File: config.mk
export PLATFORM = sky130hd
export DESIGN_NAME = dct8_fwd
export DESIGN_NICKNAME = d
export VERILOG_FILES = /design/src/rtl/dct8_fwd.sv
export SDC_FILE = /design/constraint.sdc
export NUM_CORES = 2
export LEC_CHECK = 0
export ABC_CLOCK_PERIOD_IN_PS = 12200
export CORE_MARGIN = 2
export CORE_UTILIZATION = 55
export DETAILED_ROUTE_END_ITERATION = 10
export PLACE_DENSITY = 0.82
export RECOVER_POWER = 100
export SYNTH_ARGS = -nofsm -noshare
export SYNTH_HDL_FRONTEND = slang
export SYNTH_SLANG_ARGS = --single-unit
File: constraint.sdc
create_clock -name clk -period 12.2 [get_ports clk]
set_clock_uncertainty 0.1 [all_clocks]
set_input_delay 1.83 -clock clk [delete_from_list [all_inputs] [get_ports clk]]
set_output_delay 1.83 -clock clk [all_outputs]
set_load 0.02 [all_outputs]
File: src/rtl/dct8_fwd.sv
// dct8_fwd: forward 8-point HEVC integer DCT, one row/column of residuals per transfer.
//
// Pipeline: S1 registers the input samples, S2 computes the even/odd butterfly,
// S3 computes the shift-and-add coefficient sums, then rounds, shifts and registers y.
// All stages advance together when adv = out_ready_i | ~out_valid_o. No bubble collapsing.
//
// Ports:
//   clk, rst (synchronous, active-high)
//   in_valid_i / in_ready_o    : input handshake; x0_i..x7_i are signed samples, x0 first
//   out_valid_o / out_ready_i  : output handshake; y0_o..y7_o are signed coefficients, y0 = DC
//
// Optional build macro DCT8_FWD_SAT_EN: clamp each y to the WIDTH_Y range instead of wrapping.
module dct8_fwd #(
  parameter int unsigned WIDTH_X = 9,
  parameter int unsigned WIDTH_Y = 16,
  parameter int unsigned SHIFT   = 2
) (
  input  logic                      clk,
  input  logic                      rst,
  input  logic                      in_valid_i,
  output logic                      in_ready_o,
  input  logic signed [WIDTH_X-1:0] x0_i,
  input  logic signed [WIDTH_X-1:0] x1_i,
  input  logic signed [WIDTH_X-1:0] x2_i,
  input  logic signed [WIDTH_X-1:0] x3_i,
  input  logic signed [WIDTH_X-1:0] x4_i,
  input  logic signed [WIDTH_X-1:0] x5_i,
  input  logic signed [WIDTH_X-1:0] x6_i,
  input  logic signed [WIDTH_X-1:0] x7_i,
  output logic                      out_valid_o,
  input  logic                      out_ready_i,
  output logic signed [WIDTH_Y-1:0] y0_o,
  output logic signed [WIDTH_Y-1:0] y1_o,
  output logic signed [WIDTH_Y-1:0] y2_o,
  output logic signed [WIDTH_Y-1:0] y3_o,
  output logic signed [WIDTH_Y-1:0] y4_o,
  output logic signed [WIDTH_Y-1:0] y5_o,
  output logic signed [WIDTH_Y-1:0] y6_o,
  output logic signed [WIDTH_Y-1:0] y7_o
);

  localparam int unsigned BfW  = WIDTH_X + 2;
  // One bit above the WIDTH_X+9 accumulator so the rounding add cannot wrap.
  localparam int unsigned RndW = WIDTH_X + 10;
  localparam int unsigned Rnd  = (SHIFT == 0) ? 0 : (1 << (SHIFT - 1));

  typedef logic signed [WIDTH_X-1:0] x_t;
  typedef logic signed [BfW-1:0]     bf_t;
  typedef logic signed [RndW-1:0]    acc_t;
  typedef logic signed [WIDTH_Y-1:0] y_t;

`ifdef DCT8_FWD_SAT_EN
  localparam logic signed [31:0] YMax = (32'sd1 <<< (WIDTH_Y - 1)) - 32'sd1;
  localparam logic signed [31:0] YMin = -YMax - 32'sd1;
`endif

  // Constant multiply as a sum of shifted copies; c is always a small elaboration constant.
  function automatic acc_t cmul(bf_t v, int unsigned c);
    acc_t ext;
    acc_t r;
    ext = acc_t'(v);
    r   = '0;
    for (int i = 0; i < 7; i++) begin
      if (c[i]) r = r + (ext <<< i);
    end
    return r;
  endfunction

  function automatic y_t fin(acc_t a);
    acc_t              r;
    logic signed [31:0] w;
    r = (a + acc_t'(Rnd)) >>> SHIFT;
    w = 32'(r);
`ifdef DCT8_FWD_SAT_EN
    if (w > YMax) begin
      w = YMax;
    end else if (w < YMin) begin
      w = YMin;
    end
`endif
    return y_t'(w);
  endfunction

  logic adv;
  x_t   x_in [8];

  logic v1_q, v2_q, v3_q;
  x_t   x_q [8];
  bf_t  o_q [4], o_d [4];
  bf_t  e [4];
  bf_t  ee0_q, ee1_q, eo0_q, eo1_q;
  bf_t  ee0_d, ee1_d, eo0_d, eo1_d;
  acc_t a [8];
  y_t   y_q [8], y_d [8];

  assign x_in = '{x0_i, x1_i, x2_i, x3_i, x4_i, x5_i, x6_i, x7_i};

  assign adv        = out_ready_i | ~v3_q;
  assign in_ready_o = adv;

  // S2 butterfly.
  always_comb begin
    for (int k = 0; k < 4; k++) begin
      e[k]   = bf_t'(x_q[k]) + bf_t'(x_q[7-k]);
      o_d[k] = bf_t'(x_q[k]) - bf_t'(x_q[7-k]);
    end
    ee0_d = e[0] + e[3];
    ee1_d = e[1] + e[2];
    eo0_d = e[0] - e[3];
    eo1_d = e[1] - e[2];
  end

  // S3 coefficient sums. ee0+ee1 is split across two products so it never needs a wider operand.
  always_comb begin
    a[0] = cmul(ee0_q, 64) + cmul(ee1_q, 64);
    a[4] = cmul(ee0_q, 64) - cmul(ee1_q, 64);
    a[2] = cmul(eo0_q, 83) + cmul(eo1_q, 36);
    a[6] = cmul(eo0_q, 36) - cmul(eo1_q, 83);
    a[1] = cmul(o_q[0], 89) + cmul(o_q[1], 75) + cmul(o_q[2], 50) + cmul(o_q[3], 18);
    a[3] = cmul(o_q[0], 75) - cmul(o_q[1], 18) - cmul(o_q[2], 89) - cmul(o_q[3], 50);
    a[5] = cmul(o_q[0], 50) - cmul(o_q[1], 89) + cmul(o_q[2], 18) + cmul(o_q[3], 75);
    a[7] = cmul(o_q[0], 18) - cmul(o_q[1], 50) + cmul(o_q[2], 75) - cmul(o_q[3], 89);
    for (int k = 0; k < 8; k++) begin
      y_d[k] = fin(a[k]);
    end
  end

  always_ff @(posedge clk) begin
    if (rst) begin
      v1_q  <= 1'b0;
      v2_q  <= 1'b0;
      v3_q  <= 1'b0;
      x_q   <= '{default: '0};
      o_q   <= '{default: '0};
      ee0_q <= '0;
      ee1_q <= '0;
      eo0_q <= '0;
      eo1_q <= '0;
      y_q   <= '{default: '0};
    end else if (adv) begin
      v1_q <= in_valid_i;
      v2_q <= v1_q;
      v3_q <= v2_q;
      // Data registers only load behind a valid token; bubbles leave them untouched.
      if (in_valid_i) x_q <= x_in;
      if (v1_q) begin
        o_q   <= o_d;
        ee0_q <= ee0_d;
        ee1_q <= ee1_d;
        eo0_q <= eo0_d;
        eo1_q <= eo1_d;
      end
      if (v2_q) y_q <= y_d;
    end
  end

  assign out_valid_o = v3_q;
  assign y0_o = y_q[0];
  assign y1_o = y_q[1];
  assign y2_o = y_q[2];
  assign y3_o = y_q[3];
  assign y4_o = y_q[4];
  assign y5_o = y_q[5];
  assign y6_o = y_q[6];
  assign y7_o = y_q[7];

endmodule

After elaboration in Yosys (flattened, before gate mapping)
Cells that the tools add are included.
{"block": "totals", "regBits": 287, "latch_bits": 0, "mem_bits_rw": 0, "mem_bits_ro": 0, "in_bits": 76, "output_inout_bits": 130, "elab_cells": 108, "memories": 0}
{"block": "classes", "add_sub_neg": 76, "n_mul": 0, "div_mod_pow": 0, "magnitude_cmp": 0, "n_eq_ne": 0, "n_shift": 0, "muxes": 0, "bitwise_logic": 2, "reduce_logical": 3}
{"operator": "adder 18 x 3 -> 18 bit, second input constant", "count": 8}
{"operator": "adder 14 x 16 -> 17 bit", "count": 4}
{"operator": "adder 15 x 16 -> 17 bit", "count": 4}
{"operator": "adder 15 x 15 -> 16 bit", "count": 4}
{"operator": "adder 11 x 14 -> 15 bit", "count": 4}
{"operator": "adder 14 x 14 -> 15 bit", "count": 4}
{"operator": "adder 10 x 13 -> 14 bit", "count": 4}
{"operator": "adder 12 x 13 -> 14 bit", "count": 4}
{"operator": "adder 17 x 17 -> 18 bit", "count": 3}
{"operator": "adder 10 x 11 -> 12 bit", "count": 4}
{"operator": "adder 9 x 9 -> 10 bit", "count": 4}
{"operator": "subtractor 9 x 9 -> 10 bit", "count": 4}
{"operator": "adder 16 x 17 -> 18 bit", "count": 2}
{"operator": "adder 18 x 15 -> 18 bit", "count": 2}
{"operator": "adder 18 x 17 -> 18 bit", "count": 2}
{"operator": "subtractor 18 x 17 -> 18 bit", "count": 2}
{"operator": "adder 13 x 16 -> 17 bit", "count": 2}
{"operator": "adder 13 x 15 -> 16 bit", "count": 2}
{"operator": "adder 11 x 12 -> 13 bit", "count": 2}
{"operator": "adder 10 x 10 -> 11 bit", "count": 2}
{"operator": "subtractor 10 x 10 -> 11 bit", "count": 2}
{"operator": "adder 18 x 16 -> 18 bit", "count": 1}
{"operator": "subtractor 16 x 17 -> 18 bit", "count": 1}
{"operator": "subtractor 17 x 15 -> 18 bit", "count": 1}
{"operator": "7 further kinds", "count": 9}

Depth between registers and ports, before layout
{"block": "logic_depth", "ltp_word": 7, "ltp_mapped": 26}

Worst setup path before layout
No wires, ideal clock.
{"block": "synth_timing", "path_kind": "reg2reg", "from": "register o_q[12] in the netlist's numbering", "to": "register y_q, in the netlist y1_o[14]", "setup_time_ns": 0.062, "arrival_time_ns": 6.112, "required_time_ns": 12.038, "setup_slack_ns": 5.926, "path_stages_with_launch": 24, "n_path_buf": 0, "cell_sequence": "dfxtp_1 > inv_1 > fa_1 > inv_1 > a21oi_1 > o21bai_1 > a21o_1 > a21o_1 > xor2_1 > inv_1 > fa_1 > fa_1 > fa_1 > inv_1 > fa_1 > fa_1 > ha_1 > nand2_1 > o21ai_0 > o21ai_0 > o21ai_0 > a31oi_1 > or4_1 > nand3_1"}
{"block": "synth_via", "elab_chain_cells": 5}
{"item": "start: declaration", "line_no": "89", "source": "bf_t o_q [4], o_d [4];"}
{"item": "start signal: assignment", "line_no": "134", "source": "o_q <= '{default: '0};"}
{"item": "start signal: assignment", "line_no": "147", "source": "o_q <= o_d;"}
{"item": "adder 11 x 14 -> 15 bit", "line_no": "64", "source": "if (c[i]) r = r + (ext <<< i);"}
{"item": "adder 15 x 15 -> 16 bit (*)", "line_no": "64"}
{"item": "adder 18 x 16 -> 18 bit (*)", "line_no": "119", "source": "a[1] = cmul(o_q[0], 89) + cmul(o_q[1], 75) + cmul(o_q[2], 50) + cmul(o_q[3], 18);"}
{"item": "adder 18 x 15 -> 18 bit (*)", "line_no": "119"}
{"item": "adder 18 x 3 -> 18 bit (*)", "line_no": "72", "source": "r = (a + acc_t'(Rnd)) >>> SHIFT;"}
{"item": "end signal: assignment", "line_no": "153", "source": "if (v2_q) y_q <= y_d;"}
{"item": "end: declaration", "line_no": "94", "source": "y_t y_q [8], y_d [8];"}
Every way passes the cells marked *; elsewhere a longest branch is shown, timed or not.
A chain may end at the register's enable or synchronous reset.

Worst setup path after layout
{"block": "layout_timing", "from": "input port out_ready_i", "to": "register y_q, in the netlist y6_o[14]"}
{"block": "layout_via", "elab_chain_cells": 2}
{"item": "start: declaration", "line_no": "31", "source": "input logic out_ready_i,"}
{"item": "bitwise OR 1 bit", "line_no": "98", "source": "assign adv = out_ready_i | ~v3_q;"}
{"item": "AND reduction 2 bit (no line)"}
Every way passes these cells.

==> flow_summary_export.csv <==
group,metric,value,unit
outcome,outcome,"finished, violations left",
outcome,violations,"max-capacitance violations, max-slew violations",
synthesis,synthFlopType,"dfxtp_1",
floorplanning,dieArea,60500,sq um
synthesis,async_flop_share,0,%
clocking,tritoncts,"yes",
setup_path,cp-start-kind,"primary input",
timing,max_freq,114,MHz
synthesis,seq_area_frac_synth,17.2,%
finish,final_area,36100,sq um
finish,drive_above_1_share,2.88,%
synthesis,synthMuxAreaShare,0.0932,%
synthesis,synth_common_cells,"inv_1, fa_1, ha_1, nand2_1, a21oi_1",
global_route,grt_pass1_wl,144000,microns
pwr,comb_power_share,78.5,%
clocking,cts_root_buf,"clkbuf_16",
pwr,power.internal,4.96,mW
synthesis,synth-edff-count,0,
global_route,grt_overflow,0,
setup_path,worstPathRequired,12520,ps
pwr,power.switching,5.43,mW
pwr,p_sw_share,52.3,%
run,maxCapViolCount,8,
floorplanning,die_h,246,microns
timing,hold_viol_final,0,
timing,post-route-worst-setup-slack,3410,ps
timing,max-slew-margin-rel,-205,%
synthesis,yosysWarningCount,0,
timing,rsz0062_at_grt,"no",
synthesis,synthXorXnorAreaFrac,4.84,%
synthesis,yosys.area.top_type,"fa_1",
route,post_drt_wl_per_cell,20.1,microns
pwr,power_frac_seq,11.0,%
setup_path,cp_max_fo,95,
global_route,antenna_found_initial,1,
timing,drv_slew,600,
synthesis,synth_top_area_share,28.8,%
global_route,grt_usage,31.0,%
clocking,cts.sinks,276,
timing,fin_setup_tns,0,ps
synthesis,ys_top_cells_by_area,"fa_1, dfxtp_1, ha_1, inv_1, a21oi_1",
synthesis,synth.distinct_cells,66,
pwr,p_per_area,288,nW/um^2
setup_path,crit_family,"buffers and inverters",
placement,pre_cts_slack,5170,ps
timing,period_minus_slack,8790,ps
setup_path,end_kind,"flop",
route,first_pass_iters,6,
finish,final_cells,4547,
clocking,cts_setup_buffers,0,
synthesis,synth_compound_area_share,13.8,%
synthesis,synth_top_family_by_area,"adder cells",
finish,nNetsFinal,4679,
setup_path,cp.arrival,9110,ps
route,drc,0,
route,dr_total_vias,25700,
synthesis,synth-seq-cells,276,
timing,worst_hold_slack,346,ps
clocking,cts_max_path_buffers,3,
placement,dp_cells,4481,
route,ant_nets,0,
clocking,clkSlewWorstSetupHoldPaths,60,ps
finish,syn2layout_area_growth,12.1,%
global_route,grt_max_degree,119,
hold_path,hold_class,"flop to flop",
clocking,cts_hold_buffers,0,
timing,period_share,72.1,%
timing,worst_slew_pin_slew,4570,ps
synthesis,synth_area_per_cell,8.94,sq um
synthesis,synth_cells,3603,
clocking,htree_levels,2,
placement,dpl.hpwl,72600,microns
route,drt_iter0_drc,2383,
floorplanning,start_util,55.7,%
setup_path,cp_slowest_cell,"clkbuf_1",
global_route,grt_pass1_vias,25400,
route,via_per_inst,5.65,
synthesis,synth-simple-area-share,10.9,%
setup_path,cpPeakStageDelay,3070,ps
floorplanning,io_pins,206,
timing,setup_viol,0,
clocking,cts_made_buffers,36,
setup_path,path_buf_inv,3,
pwr,p_leak,17.1,nW
floorplanning,rows,88,
setup_path,path_cells,"dlygate4sd3_1 -> nor2b_1 -> inv_1 -> and2_0 -> clkbuf_1 -> nor2_1 -> nand2_1 -> o21ai_0",
setup_path,crit_type,"primary input to flop",
floorplanning,design.core.area,57800,sq um
route,drt-total-wl,91400,microns
synthesis,yosysMostFrequentCell,"inv_1",
synthesis,netlist_area,32200,sq um
placement,gp_congestion,1.03,
synthesis,synth_adder_area_share,43.8,%
clocking,insertion_delay,570,ps
placement,portBuffers,197,
pwr,ir_worst_vdd,331,uV
pwr,power.share.clock,10.5,%
placement,dpl_cell_area,34900,sq um
clocking,ctsResizeCount,0,
floorplanning,die_width,246,microns
routing by layer:
| layer | global-route usage [%] | vias up | wire (microns) |
|---|---|---|---|
| met1 | 43.7 | 12300 | 38500 |
| met4 | 14.2 | 0 | 4890 |
| li1 | - | 11900 | - |
| met5 | 0 | - | 0 |
| met3 | 6.12 | 229 | 8880 |
| met2 | 46.1 | 1201 | 39100 |
sequential cells by signal, indices dropped and copies added (netlist names), 12 cells and up:
register  cells
o_q          40
x_q          72
y1_o         16
y2_o         16
y3_o         16
y4_o         12
y5_o         16
y6_o         16
y7_o         16
worst reg2reg max path, cell delays in order, from the launching register on:
cell	delay (ps)
dfxtp_1	310
nor2b_1	180
inv_1	260
and2_0	1750
clkbuf_1	3090
nor2_1	1180
nand2_1	290
o21ai_0	110
power groups by stage:
stage	logic (mW)	clock network (mW)	registers (mW)
after global placement	7.71	0	1.16
after global routing	9.02	1.14	1.16
after floorplan	5.78	0	1.22
final	8.15	1.09	1.14
after detailed placement	7.94	0	1.16
after CTS	8.01	1.11	1.14
cell usage in the layout (no fill, tap or decap), types with 9 or more instances in the layout:
master           instances
a211o_1                  9
a211oi_1                56
a21boi_0                11
a21o_1                  43
a21oi_1                310
a31oi_1                 21
and3_1                  13
buf_4                   27
clkbuf_16               36
clkdlybuf4s50_1         73
dfxtp_1                276
dlygate4sd3_1          123
fa_1                   464
ha_1                   385
inv_1                  675
nand2_1                371
nand2b_1                15
nand3_1                 53
nor2_1                 171
nor2b_1                 33
nor3_1                  46
nor4b_1                  9
o211ai_1                12
o21a_1                  36
o21ai_0                 79
o21bai_1                37
o311ai_0                13
o31ai_1                 13
or3_1                   20
or4_1                   16
xnor2_1                129
xor2_1                  49
final timing paths:
check,from,end,slack (ps),cells past startpoint
worst min-delay path,y4_o[7],y4_o[7],350,2
worst max register to register,out_valid_o,y6_o[14],4800,7
worst min register to register,y4_o[7],y4_o[7],350,2
worst max-delay path,out_ready_i,y6_o[14],3410,8
kinds of logic (layout without fill, tap and decap cells):
group | after synthesis | after routing
AND/OR/NAND/NOR | 789 | 789
multiplexers | 3 | 3
buffers and inverters | 799 | 969
other | 1 | 10
adder cells (fa/ha/maj) | 849 | 849
AO/OA/AOI/OAI | 708 | 708
XOR/XNOR | 178 | 178
flip-flops | 276 | 276
cell type report:
cell class / count / area, sq um
inverter: 676 / 2540
tap: 765 / 957
clock buffer: 42 / 973
clock inverter: 22 / 228
multi-input combinational: 2535 / 23700
timing repair buffer: 229 / 2200
antenna: 2 / 5.00
sequential: 276 / 5530
fill: 4826 / 21700
stage by stage:
stage,utilization [%],total power [mW]
global route,62.4,11.3
global placement,60.4,8.86
detailed placement,60.4,9.10
floorplan,-,7.00
finish,62.4,10.4
CTS,62.5,10.3
Note: power is estimated with default switching activity, not from simulation.
